File: src/rtl/dpb_port_arbiter_if.sv
// dpb_port_arbiter_if: request/response channels of the two requesters plus
// the DPB port A pins. The slave modport is the arbiter's view; the master
// modport is the view of the client logic / RAM side.
interface dpb_port_arbiter_if;
  logic        req0_valid, req0_ready, req0_we;
  logic [13:0] req0_addr;
  logic [15:0] req0_wdata;
  logic        rsp0_valid;
  logic [15:0] rsp0_data;

  logic        req1_valid, req1_ready, req1_we;
  logic [13:0] req1_addr;
  logic [15:0] req1_wdata;
  logic        rsp1_valid;
  logic [15:0] rsp1_data;

  logic        ram_cea, ram_wrea, ram_ocea, ram_reseta;
  logic [13:0] ram_ada;
  logic [15:0] ram_dia;
  logic [2:0]  ram_blksel;
  logic [15:0] ram_doa;

  logic        init_done;

  modport slave (
    input  req0_valid, req0_we, req0_addr, req0_wdata,
    input  req1_valid, req1_we, req1_addr, req1_wdata,
    input  ram_doa,
    output req0_ready, rsp0_valid, rsp0_data,
    output req1_ready, rsp1_valid, rsp1_data,
    output ram_cea, ram_wrea, ram_ocea, ram_reseta, ram_ada, ram_dia, ram_blksel,
    output init_done
  );

  modport master (
    output req0_valid, req0_we, req0_addr, req0_wdata,
    output req1_valid, req1_we, req1_addr, req1_wdata,
    output ram_doa,
    input  req0_ready, rsp0_valid, rsp0_data,
    input  req1_ready, rsp1_valid, rsp1_data,
    input  ram_cea, ram_wrea, ram_ocea, ram_reseta, ram_ada, ram_dia, ram_blksel,
    input  init_done
  );
endinterface

File: src/rtl/dpb_port_arbiter.sv
// dpb_port_arbiter: round-robin share of DPB port A between two requesters.
// One registered RAM command per CLKA cycle; read data is routed back to the
// issuing requester one cycle after the command reaches the RAM.
// Optional macro DPB_ARB_CLEAR_EN: zero the whole RAM after every reset
// before accepting requests.
module dpb_port_arbiter #(
  parameter int         BIT_WIDTH = 16,
  parameter logic [2:0] BLK_SEL   = 3'b000
) (
  input logic               CLKA,
  input logic               RESETB,
  dpb_port_arbiter_if.slave bus
);
`ifdef DPB_ARB_CLEAR_EN
  localparam int SH    = $clog2(BIT_WIDTH);
  localparam int DEPTH = 2 ** (14 - SH);
`endif
  // DOA bits above BIT_WIDTH carry nothing meaningful; hand back zeros there.
  localparam logic [16:0] DATA_MASK = (17'd1 << BIT_WIDTH) - 17'd1;

  typedef enum logic [1:0] {ST_RST = 2'd0, ST_CLEAR = 2'd1, ST_RUN = 2'd2} state_t;

  state_t      r_state, w_state_nxt;
  logic        r_last_grant;          // requester that won the last accept
  logic        r_cea, r_wrea, r_owner;
  logic [13:0] r_ada;
  logic [15:0] r_dia;
  logic        r_rsp0_valid, r_rsp1_valid;

  logic        w_gnt0, w_gnt1;
  logic        w_cmd_vld, w_cmd_we, w_cmd_owner;
  logic [13:0] w_cmd_ada;
  logic [15:0] w_cmd_dia;
`ifdef DPB_ARB_CLEAR_EN
  logic [13:0] r_idx, w_idx_nxt;
`endif

  // Next state, grant decision and the command to register at the next edge
  always_comb begin
    w_state_nxt = r_state;
    w_gnt0      = 1'b0;
    w_gnt1      = 1'b0;
    w_cmd_vld   = 1'b0;
    w_cmd_we    = 1'b0;
    w_cmd_owner = r_owner;
    w_cmd_ada   = r_ada;   // address/data hold when nothing is accepted
    w_cmd_dia   = r_dia;
`ifdef DPB_ARB_CLEAR_EN
    w_idx_nxt   = r_idx;
`endif
    case (r_state)
      ST_RST: begin
`ifdef DPB_ARB_CLEAR_EN
        w_state_nxt = ST_CLEAR;
`else
        w_state_nxt = ST_RUN;
`endif
      end
`ifdef DPB_ARB_CLEAR_EN
      ST_CLEAR: begin
        w_cmd_vld = 1'b1;
        w_cmd_we  = 1'b1;
        w_cmd_ada = r_idx << SH;
        w_cmd_dia = '0;
        if (r_idx == 14'(DEPTH - 1)) w_state_nxt = ST_RUN;
        else                         w_idx_nxt   = r_idx + 14'd1;
      end
`endif
      ST_RUN: begin
        // On a tie the requester that did not win last time goes first.
        w_gnt0 = bus.req0_valid & (~bus.req1_valid |  r_last_grant);
        w_gnt1 = bus.req1_valid & (~bus.req0_valid | ~r_last_grant);
        if (w_gnt0) begin
          w_cmd_vld   = 1'b1;
          w_cmd_we    = bus.req0_we;
          w_cmd_ada   = bus.req0_addr;
          w_cmd_dia   = bus.req0_wdata;
          w_cmd_owner = 1'b0;
        end else if (w_gnt1) begin
          w_cmd_vld   = 1'b1;
          w_cmd_we    = bus.req1_we;
          w_cmd_ada   = bus.req1_addr;
          w_cmd_dia   = bus.req1_wdata;
          w_cmd_owner = 1'b1;
        end
      end
      default: w_state_nxt = ST_RST;
    endcase
  end

  // FSM state register (and clear counter when present)
  always_ff @(posedge CLKA) begin
    if (RESETB) begin
      r_state <= ST_RST;
`ifdef DPB_ARB_CLEAR_EN
      r_idx   <= '0;
`endif
    end else begin
      r_state <= w_state_nxt;
`ifdef DPB_ARB_CLEAR_EN
      r_idx   <= w_idx_nxt;
`endif
    end
  end

  // Registered RAM command, grant history and read-response tracking
  always_ff @(posedge CLKA) begin
    if (RESETB) begin
      r_last_grant <= 1'b1;
      r_cea        <= 1'b0;
      r_wrea       <= 1'b0;
      r_ada        <= '0;
      r_dia        <= '0;
      r_owner      <= 1'b0;
      r_rsp0_valid <= 1'b0;
      r_rsp1_valid <= 1'b0;
    end else begin
      r_cea   <= w_cmd_vld;
      r_wrea  <= w_cmd_vld & w_cmd_we;
      r_ada   <= w_cmd_ada;
      r_dia   <= w_cmd_dia;
      r_owner <= w_cmd_owner;
      if (w_gnt0 | w_gnt1) r_last_grant <= w_gnt1;
      // The read on the bus this cycle is captured by the DPB at this edge.
      r_rsp0_valid <= r_cea & ~r_wrea & ~r_owner;
      r_rsp1_valid <= r_cea & ~r_wrea &  r_owner;
    end
  end

  assign bus.req0_ready = w_gnt0;
  assign bus.req1_ready = w_gnt1;
  assign bus.rsp0_valid = r_rsp0_valid;
  assign bus.rsp1_valid = r_rsp1_valid;
  assign bus.rsp0_data  = bus.ram_doa & DATA_MASK[15:0];
  assign bus.rsp1_data  = bus.ram_doa & DATA_MASK[15:0];
  assign bus.ram_cea    = r_cea;
  assign bus.ram_wrea   = r_wrea;
  assign bus.ram_ocea   = 1'b1;
  assign bus.ram_reseta = 1'b0;
  assign bus.ram_ada    = r_ada;
  assign bus.ram_dia    = r_dia;
  assign bus.ram_blksel = BLK_SEL;
  assign bus.init_done  = (r_state == ST_RUN);
endmodule

File: src/flat_wrapper.sv
// flat-port wrapper written by rule: the top's interface ports become plain ports
module dpb_port_arbiter_flat 
#(
  parameter int         BIT_WIDTH = 16,
  parameter logic [2:0] BLK_SEL   = 3'b000
)
  (CLKA, RESETB, bus_req0_valid, bus_req0_we, bus_req0_addr, bus_req0_wdata, bus_req1_valid, bus_req1_we, bus_req1_addr, bus_req1_wdata, bus_ram_doa, bus_req0_ready, bus_rsp0_valid, bus_rsp0_data, bus_req1_ready, bus_rsp1_valid, bus_rsp1_data, bus_ram_cea, bus_ram_wrea, bus_ram_ocea, bus_ram_reseta, bus_ram_ada, bus_ram_dia, bus_ram_blksel, bus_init_done);
  dpb_port_arbiter_if bus_i ();
  input logic CLKA;
  input logic RESETB;
  input wire logic [$bits(bus_i.req0_valid)-1:0] bus_req0_valid;
  input wire logic [$bits(bus_i.req0_we)-1:0] bus_req0_we;
  input wire logic [$bits(bus_i.req0_addr)-1:0] bus_req0_addr;
  input wire logic [$bits(bus_i.req0_wdata)-1:0] bus_req0_wdata;
  input wire logic [$bits(bus_i.req1_valid)-1:0] bus_req1_valid;
  input wire logic [$bits(bus_i.req1_we)-1:0] bus_req1_we;
  input wire logic [$bits(bus_i.req1_addr)-1:0] bus_req1_addr;
  input wire logic [$bits(bus_i.req1_wdata)-1:0] bus_req1_wdata;
  input wire logic [$bits(bus_i.ram_doa)-1:0] bus_ram_doa;
  output wire logic [$bits(bus_i.req0_ready)-1:0] bus_req0_ready;
  output wire logic [$bits(bus_i.rsp0_valid)-1:0] bus_rsp0_valid;
  output wire logic [$bits(bus_i.rsp0_data)-1:0] bus_rsp0_data;
  output wire logic [$bits(bus_i.req1_ready)-1:0] bus_req1_ready;
  output wire logic [$bits(bus_i.rsp1_valid)-1:0] bus_rsp1_valid;
  output wire logic [$bits(bus_i.rsp1_data)-1:0] bus_rsp1_data;
  output wire logic [$bits(bus_i.ram_cea)-1:0] bus_ram_cea;
  output wire logic [$bits(bus_i.ram_wrea)-1:0] bus_ram_wrea;
  output wire logic [$bits(bus_i.ram_ocea)-1:0] bus_ram_ocea;
  output wire logic [$bits(bus_i.ram_reseta)-1:0] bus_ram_reseta;
  output wire logic [$bits(bus_i.ram_ada)-1:0] bus_ram_ada;
  output wire logic [$bits(bus_i.ram_dia)-1:0] bus_ram_dia;
  output wire logic [$bits(bus_i.ram_blksel)-1:0] bus_ram_blksel;
  output wire logic [$bits(bus_i.init_done)-1:0] bus_init_done;
  assign bus_i.req0_valid = bus_req0_valid;
  assign bus_i.req0_we = bus_req0_we;
  assign bus_i.req0_addr = bus_req0_addr;
  assign bus_i.req0_wdata = bus_req0_wdata;
  assign bus_i.req1_valid = bus_req1_valid;
  assign bus_i.req1_we = bus_req1_we;
  assign bus_i.req1_addr = bus_req1_addr;
  assign bus_i.req1_wdata = bus_req1_wdata;
  assign bus_i.ram_doa = bus_ram_doa;
  assign bus_req0_ready = bus_i.req0_ready;
  assign bus_rsp0_valid = bus_i.rsp0_valid;
  assign bus_rsp0_data = bus_i.rsp0_data;
  assign bus_req1_ready = bus_i.req1_ready;
  assign bus_rsp1_valid = bus_i.rsp1_valid;
  assign bus_rsp1_data = bus_i.rsp1_data;
  assign bus_ram_cea = bus_i.ram_cea;
  assign bus_ram_wrea = bus_i.ram_wrea;
  assign bus_ram_ocea = bus_i.ram_ocea;
  assign bus_ram_reseta = bus_i.ram_reseta;
  assign bus_ram_ada = bus_i.ram_ada;
  assign bus_ram_dia = bus_i.ram_dia;
  assign bus_ram_blksel = bus_i.ram_blksel;
  assign bus_init_done = bus_i.init_done;
  dpb_port_arbiter #(.BIT_WIDTH(BIT_WIDTH), .BLK_SEL(BLK_SEL)) u_core (.CLKA(CLKA), .RESETB(RESETB), .bus(bus_i));
endmodule
File: config.mk
export PLATFORM = sky130hd
export DESIGN_NAME = dpb_port_arbiter_flat
export DESIGN_NICKNAME = d
export VERILOG_FILES = /design/src/rtl/dpb_port_arbiter_if.sv /design/src/rtl/dpb_port_arbiter.sv /design/src/flat_wrapper.sv
export SDC_FILE = /design/constraint.sdc
export NUM_CORES = 1
export LEC_CHECK = 0
export BUFFER_PORTS_ARGS = -buffer_cell sky130_fd_sc_hd__buf_4
export CAP_MARGIN = 20
export CORE_ASPECT_RATIO = 0.5
export CORE_UTILIZATION = 35
export CTS_CLUSTER_DIAMETER = 40
export DETAILED_ROUTE_END_ITERATION = 6
export PLACE_DENSITY_LB_ADDON = 0.2
export SYNTH_ARGS = -nofsm -noshare
export SYNTH_HDL_FRONTEND = slang
export SYNTH_SLANG_ARGS = --single-unit
File: constraint.sdc
create_clock -name CLKA -period 1.2 [get_ports CLKA]
set_clock_uncertainty 0.15 [all_clocks]
set_input_delay 0.18 -clock CLKA [delete_from_list [all_inputs] [get_ports CLKA]]
set_output_delay 0.18 -clock CLKA [all_outputs]
set_load 0.02 [all_outputs]
==> metrics.yaml, run 1 <==
outcome: "complete, but fails checks"
drv.max_cap_violation_count: 0
worst_hold_path_type: "in -> reg"
chipWidth_um: 106.2
cp_slowest_cell: "sky130_fd_sc_hd__dfxtp_2"
clk-insertion-delay-late_ns: 0.28
synth_area_leader_cell: "sky130_fd_sc_hd__dfxtp_1"
die_y_um: 54.13
met3_wirelength_um: 396
grt_setup_unrepaired: "yes"
detailroute.wirelength.met2_um: 3431
critPathLaunchType: "register"
synthMostInstantiatedCell: "sky130_fd_sc_hd__o21ai_0"
required_ns: 0.87
drt_drc_violations_left: 0
synthesis.yosys.warnings: 0
grt_overflow_total: 0
postLayoutSetupSlackWorst_ns: -0.2878
drtAntennaViolNets: 0
setup_cp_type: "reg -> out"
cp_max_fo: 3
numPortBuffers: 102
io-pin-count: 156
via_count: 2175
post-route-period-util_pct: 124.0
dpl.cell_count: 374
setup_viol_count_final: 34
power_leakage_nw: 1.415
critical_path.most_common_cell: "sky130_fd_sc_hd__buf_6"
layout.cells.non_filler: 418
routed_via_density: 5.203
critPathTopFamily: "flip-flops"
mappedNetlistArea_um2: 1902
final-hold-violation-count: 0
groute.usage.overall_pct: 20.92
number_of_detailed_route_iterations_in_the_first_pass: 4
synth_common_cells: "59 x sky130_fd_sc_hd__o21ai_0, 39 x sky130_fd_sc_hd__buf_4, 37 x sky130_fd_sc_hd__dfxtp_1, 32 x sky130_fd_sc_hd__a21oi_1, 30 x sky130_fd_sc_hd__a31oi_1"
grt_max_degree: 19
maxClockFrequency_ghz: 0.6721
finalNetCount: 429
numCtsBuffers: 5
synth-main-ff-cell: "sky130_fd_sc_hd__dfxtp_1"
count_of_clock_tree_sinks: 37
synth-seq-cells: 37
timing.critical_path.to_type: "output port"
cp.arrival_ns: 1.16
detail_route.wirelength_um: 6673
worst-path-buf-inv: 2
synth_enable_flop_cells: 0
cts.root.buffer_cell: "sky130_fd_sc_hd__clkbuf_8"
vias_in_the_first_global_route: 1953
total_power_mw: 3.240
seq_power_share_pct: 42.3
clock_path_buffers: 2
antenna_found_initial: 0
cts_tree: "yes"
sequential_element_share_of_the_synthesized_area_pct: 38.95
yosys.cell_types.count: 23
fp.dieArea_um2: 5751
highest_routed_layer: "met4"
post_synth_main_area_contributors: "sky130_fd_sc_hd__dfxtp_1 39%, sky130_fd_sc_hd__o21ai_0 16%, sky130_fd_sc_hd__buf_4 15%, sky130_fd_sc_hd__a31oi_1 9.9%, sky130_fd_sc_hd__a21oi_1 8.4%"
path_cells: "and2b_2 > buf_6 > nor2_4 > buf_6"
first_iter_violations: 51
dpl.hpwl_um: 4227
clock_tree.htree_level_count: 2
cellPowerDensity_nw_per_um2: 987.2
min_period_ns: 1.488
routed_wire_length_per_instance_um: 15.96
vdd_drop_max_uv: 468.8
switchingPower_uw: 999.5
grt_first_pass_wirelength_um: 9294
worst_path_largest_cell_delay_ns: 0.34
antenna-diode-count: 0
comb_power_share_pct: 31.1
post_synth_inst_count: 239
routedLengthMet1_um: 2773
share_clk_of_total_power_pct: 26.6
place.gp.congestion: 0.7139
initial_standard_cell_utilization_of_the_core_pct: 37.53
row_count: 18
synthToLayoutAreaGrowth_pct: 72.57
postSynth.asyncResetShare_pct: 0
violations: "setup timing"
drive_above_1_share_pct: 52.30
post_synth.cell_area_avg_um2: 7.957
p_int_mw: 2.240
core_um2: 5067
drv_slew: 0
clk_slew_on_worst_s_h_paths_ns: 0.08
switching_share_pct: 30.85
synth_largest_type_area_fraction_pct: 38.95
==> repair_timing <==
| action | 4_1_cts | 5_1_grt |
|---|---|---|
| endpoints found under the setup margin | 35 | 36 |
| resized for setup | 51 | 38 |
| hold buffers | 8 | 19 |
| gates cloned | 0 | 2 |
| endpoints found under the hold margin | 12 | 23 |
| setup buffers | 5 | 3 |
| pin swaps | 13 | 9 |
==> flip-flops by register name, indices dropped and copies added, names as in the netlist <==
signal                 flops
u_core.r_last_grant        1
u_core.r_owner             1
u_core.r_state             1
u_core.bus.ram_wrea        1
u_core.bus.ram_dia        16
u_core.bus.ram_cea         1
u_core.bus.rsp1_valid      1
u_core.bus.ram_ada        14
u_core.bus.rsp0_valid      1
==> per-layer routing <==
layer	global-route usage [%]	up-vias
li1	-	1044
met1	25.04	1037
met2	38.31	83
met3	5.085	11
met4	6.250	0
met5	0	-
==> layout by cell type (no fill, tap or decap), drive strengths merged <==
| cell type | count |
|---|---|
| clkinv | 2 |
| conb | 5 |
| a21oi | 32 |
| dfxtp | 37 |
| nand2b | 1 |
| buf | 129 |
| o21a | 1 |
| clkinvlp | 1 |
| and2b | 1 |
| a21boi | 1 |
| inv | 3 |
| clkbuf | 7 |
| o21ai | 63 |
| nor3 | 1 |
| nand2 | 2 |
| and3 | 1 |
| nor4b | 1 |
| a32oi | 1 |
| nor2 | 2 |
| nor4bb | 1 |
| dlygate4sd3 | 26 |
| a31oi | 30 |
==> path summary, 6_finish.rpt <==
path	start	to	slack, ns	cells after the start
hold / removal	bus_req1_addr[10]	u_core.bus.ram_ada[10]	0.0001	3
setup / recovery	u_core.r_last_grant	bus_req0_ready	-0.29	4
hold reg to reg	u_core.bus.ram_wrea	u_core.bus.rsp1_valid	0.31	1
setup reg to reg	u_core.r_last_grant	u_core.bus.ram_ada[5]	-0.26	6
==> cells by family after synthesis <==
logic type | after synthesis | synth area share, %
buffers and inverters | 62 | 20.86
AND/OR/NAND/NOR | 10 | 3.093
AO/OA/AOI/OAI | 128 | 36.71
flip-flops | 37 | 38.95
other | 2 | 0.3949
==> layout make-up <==
class	count	area, µm²
Multi-Input combinational cell	143	979.7
Inverter	3	11.26
Timing Repair Buffer	157	1371
Sequential cell	37	745.7
Fill cell	436	1785
Tap cell	70	87.58
Clock buffer	5	68.82
Clock inverter	3	17.52
==> through the flow <==
stage | area [µm²] | util (%) | setup TNS (ns) | setup slack, ns | hold slack [ns]
final | 3282 | 64.77 | -7.829 | -0.2878 | 0.0001483
after floorplan | 1917 | - | -0.04433 | -0.04433 | 0.09907
after global routing | 3282 | 64.77 | -9.124 | -0.3452 | 0.001009
after CTS | 2878 | 56.79 | -4.170 | -0.2875 | 0.002477
after global placement | 2565 | 50.62 | -0.6210 | -0.04290 | 0.2103
after detailed placement | 2565 | 50.62 | -2.131 | -0.1172 | 0.2103
==> power by group through the flow <==
| stage | registers [mW] | clock network [mW] | logic (mW) |
|---|---|---|---|
| after floorplan | 1.50 | 0 | 0.429 |
| after global placement | 1.40 | 0 | 0.765 |
| after detailed placement | 1.40 | 0 | 0.778 |
| after CTS | 1.37 | 0.869 | 0.864 |
| after global routing | 1.38 | 0.931 | 1.08 |
| final | 1.37 | 0.861 | 1.01 |
==> tightest hold or removal path: stages <==
cell	delay [ns]
sky130_fd_sc_hd__buf_4	0.12
sky130_fd_sc_hd__o21ai_2	0.04
sky130_fd_sc_hd__a21oi_1	0.05
Note: power is estimated with default switching activity, not from simulation.
==> run 2: changes to the inputs <==
SKIP_CTS_REPAIR_TIMING = 1   (was default)
==> run 2 against run 1 <==
The flow finishes with violations (hold timing, setup timing). Clock-buffer cell count is the same. Sequential power is essentially flat. Cell area shrank 6.4%. Power shrank 2.7%. Final cell count shrank 3.1%. Worst setup slack lost 0.026 ns. Wire length shrank 7.4%. Sequential share of layout area grew 1.6 points. First-iteration DRC count grew 33%. Worst hold slack lost 0.0029 ns. Global-route usage shrank 1.4 points. Largest cell class unchanged.
==> metrics.yaml, run 2 (synthesis gave the netlist of run 1 again) <==
outcome: "complete, but fails checks"
violations: "hold timing, setup timing"
detail_route.wirelength_um: 6176  # -7.4%
dpl.hpwl_um: 4227  # unchanged
row_count: 18  # unchanged
count_of_clock_tree_sinks: 37  # unchanged
critical_path.most_common_cell: "sky130_fd_sc_hd__buf_6"
setup_cp_type: "reg -> out"
clock_path_buffers: 2  # unchanged
critPathLaunchType: "register"
drv.max_cap_violation_count: 0  # unchanged
dpl.cell_count: 374  # unchanged
switchingPower_uw: 959.2  # -4.0%
vdd_drop_max_uv: 436.7  # -6.8%
finalNetCount: 416  # -3.0%
post-route-period-util_pct: 126.2  # +2.2 points
clk_slew_on_worst_s_h_paths_ns: 0.08  # about the same
required_ns: 0.87  # about the same
cts_tree: "yes"
cp_max_fo: 4  # +1
number_of_detailed_route_iterations_in_the_first_pass: 4  # unchanged
p_int_mw: 2.194  # -2.1%
clk-insertion-delay-late_ns: 0.28  # about the same
grt_setup_unrepaired: "yes"
io-pin-count: 156  # unchanged
chipWidth_um: 106.2  # unchanged
initial_standard_cell_utilization_of_the_core_pct: 37.53  # unchanged
switching_share_pct: 30.42  # -0.43 points
worst-path-buf-inv: 2  # unchanged
drive_above_1_share_pct: 49.25  # -3.0 points
postLayoutSetupSlackWorst_ns: -0.3142  # -0.02641 ns
synthToLayoutAreaGrowth_pct: 61.51
die_y_um: 54.13  # unchanged
core_um2: 5067  # unchanged
worst_hold_path_type: "in -> reg"
fp.dieArea_um2: 5751  # unchanged
layout_commonest_cell: "sky130_fd_sc_hd__buf_4"
place.gp.congestion: 0.7139  # unchanged
first_iter_violations: 68  # +33%
cts.root.buffer_cell: "sky130_fd_sc_hd__clkbuf_8"
finish.instance_area_um2: 3072  # -6.4%
grt_max_degree: 19  # unchanged
min_period_ns: 1.514  # +0.02641 ns
timing.critical_path.to_type: "output port"
worst_path_largest_cell_delay_ns: 0.35  # about the same
vias_in_the_first_global_route: 1860  # -4.8%
cp.arrival_ns: 1.18  # +0.02 ns
clock_tree.htree_level_count: 2  # unchanged
via_count: 2077  # -4.5%
maxClockFrequency_ghz: 0.6604  # -1.7%
drtAntennaViolNets: 0  # unchanged
grt_overflow_total: 0  # unchanged
antenna_found_initial: 0  # unchanged
final-hold-violation-count: 3  # +3
routed_via_density: 5.128  # -1.4%
power_leakage_nw: 1.337  # -5.5%
grt_first_pass_wirelength_um: 8728  # -6.1%
most_frequent_cells_in_the_layout: "114 x sky130_fd_sc_hd__buf_4, 35 x sky130_fd_sc_hd__dfxtp_1, 32 x sky130_fd_sc_hd__o21ai_0"
cellPowerDensity_nw_per_um2: 1027  # +4.0%
totalNegativeSetupSlack_ns: -4.912  # +2.918 ns
final.hold.worst_slack_ns: -0.002738  # -0.002887 ns
antenna-diode-count: 0  # unchanged
layout.cells.non_filler: 405  # -3.1%
seq_power_share_pct: 43.5  # +1.2 points
drt_drc_violations_left: 0  # unchanged
numPortBuffers: 102  # unchanged
drv_slew: 0  # unchanged
groute.usage.overall_pct: 19.57  # -1.4 points
cp_slowest_cell: "sky130_fd_sc_hd__dfxtp_2"
numCtsBuffers: 5  # unchanged
routed_wire_length_per_instance_um: 15.25  # -4.5%
comb_power_share_pct: 29.5  # -1.6 points
critPathTopFamily: "flip-flops"
detailed_place.area_um2: 2565  # unchanged
share_clk_of_total_power_pct: 27.1  # +0.5 points
largest_register_ffs: 16  # unchanged
setup_viol_count_final: 32  # -5.9%
path_cells: "and2b_2 > buf_6 > nor2_4 > buf_6"
## run 2: cell types whose count changed in the layout (fill, tap and decap cells not counted), moves of 2 or more
cell / delta
sky130_fd_sc_hd__dlygate4sd3_1: -5
sky130_fd_sc_hd__o21ai_1: +5
sky130_fd_sc_hd__o21ai_2: -5
sky130_fd_sc_hd__buf_4: -3
sky130_fd_sc_hd__buf_6: -3
sky130_fd_sc_hd__a31oi_1: +2
sky130_fd_sc_hd__a31oi_4: -2
## run 2: path summary, 6_finish.rpt
| kind | start | slack (ns) | depth (start not counted) | endpoint |
|---|---|---|---|---|
| min | bus_req1_wdata[8] | -0.003 | 3 | u_core.bus.ram_dia[8] |
| max reg2reg | u_core.r_last_grant | -0.17 | 5 | u_core.bus.ram_dia[0] |
| max | u_core.r_last_grant | -0.31 | 4 | bus_req0_ready |
| min reg2reg | u_core.r_owner | 0.30 | 1 | u_core.bus.rsp0_valid |
## run 2: routing by layer
layer / wire length, µm / GRT usage, %
met5: 0 / 0
met4: 55 / 5.556
met3: 380 / 5.327
met2: 3083 / 35.93
met1: 2656 / 23.09
## run 2: area by class of cell
class | count | area, µm²
fill | 466 | 1996
tap | 70 | 87.58
clock buffer | 5 | 68.82
multi-input combinational | 143 | 915.9
timing repair buffer | 144 | 1225
clock inverter | 3 | 17.52
sequential | 37 | 745.7
inverter | 3 | 11.26
## run 2: worst min-delay path, cell delays in order
cell	delay [ns]
sky130_fd_sc_hd__buf_4	0.07
sky130_fd_sc_hd__o21ai_1	0.05
sky130_fd_sc_hd__a21oi_1	0.10
## run 2: metrics by stage
stage	worst slack, ns	hold slack [ns]	util, %	power, mW
after floorplan	-0.04433	0.09907	-	1.924
after global placement	-0.04290	0.2103	50.62	2.162
after detailed placement	-0.1172	0.2103	50.62	2.174
after CTS	-0.3992	-0.05663	52.32	3.020
after global routing	-0.3454	0.002934	60.62	3.307
final	-0.3142	-0.002738	60.62	3.153
## run 2: power by group through the flow
stage                     sequential, mW  combinational [mW]  clock, mW
after floorplan                     1.50               0.429          0
after global placement              1.40               0.765          0
after detailed placement            1.40               0.778          0
after CTS                           1.37               0.780      0.869
after global routing                1.38                1.00      0.925
final                               1.37               0.929      0.853
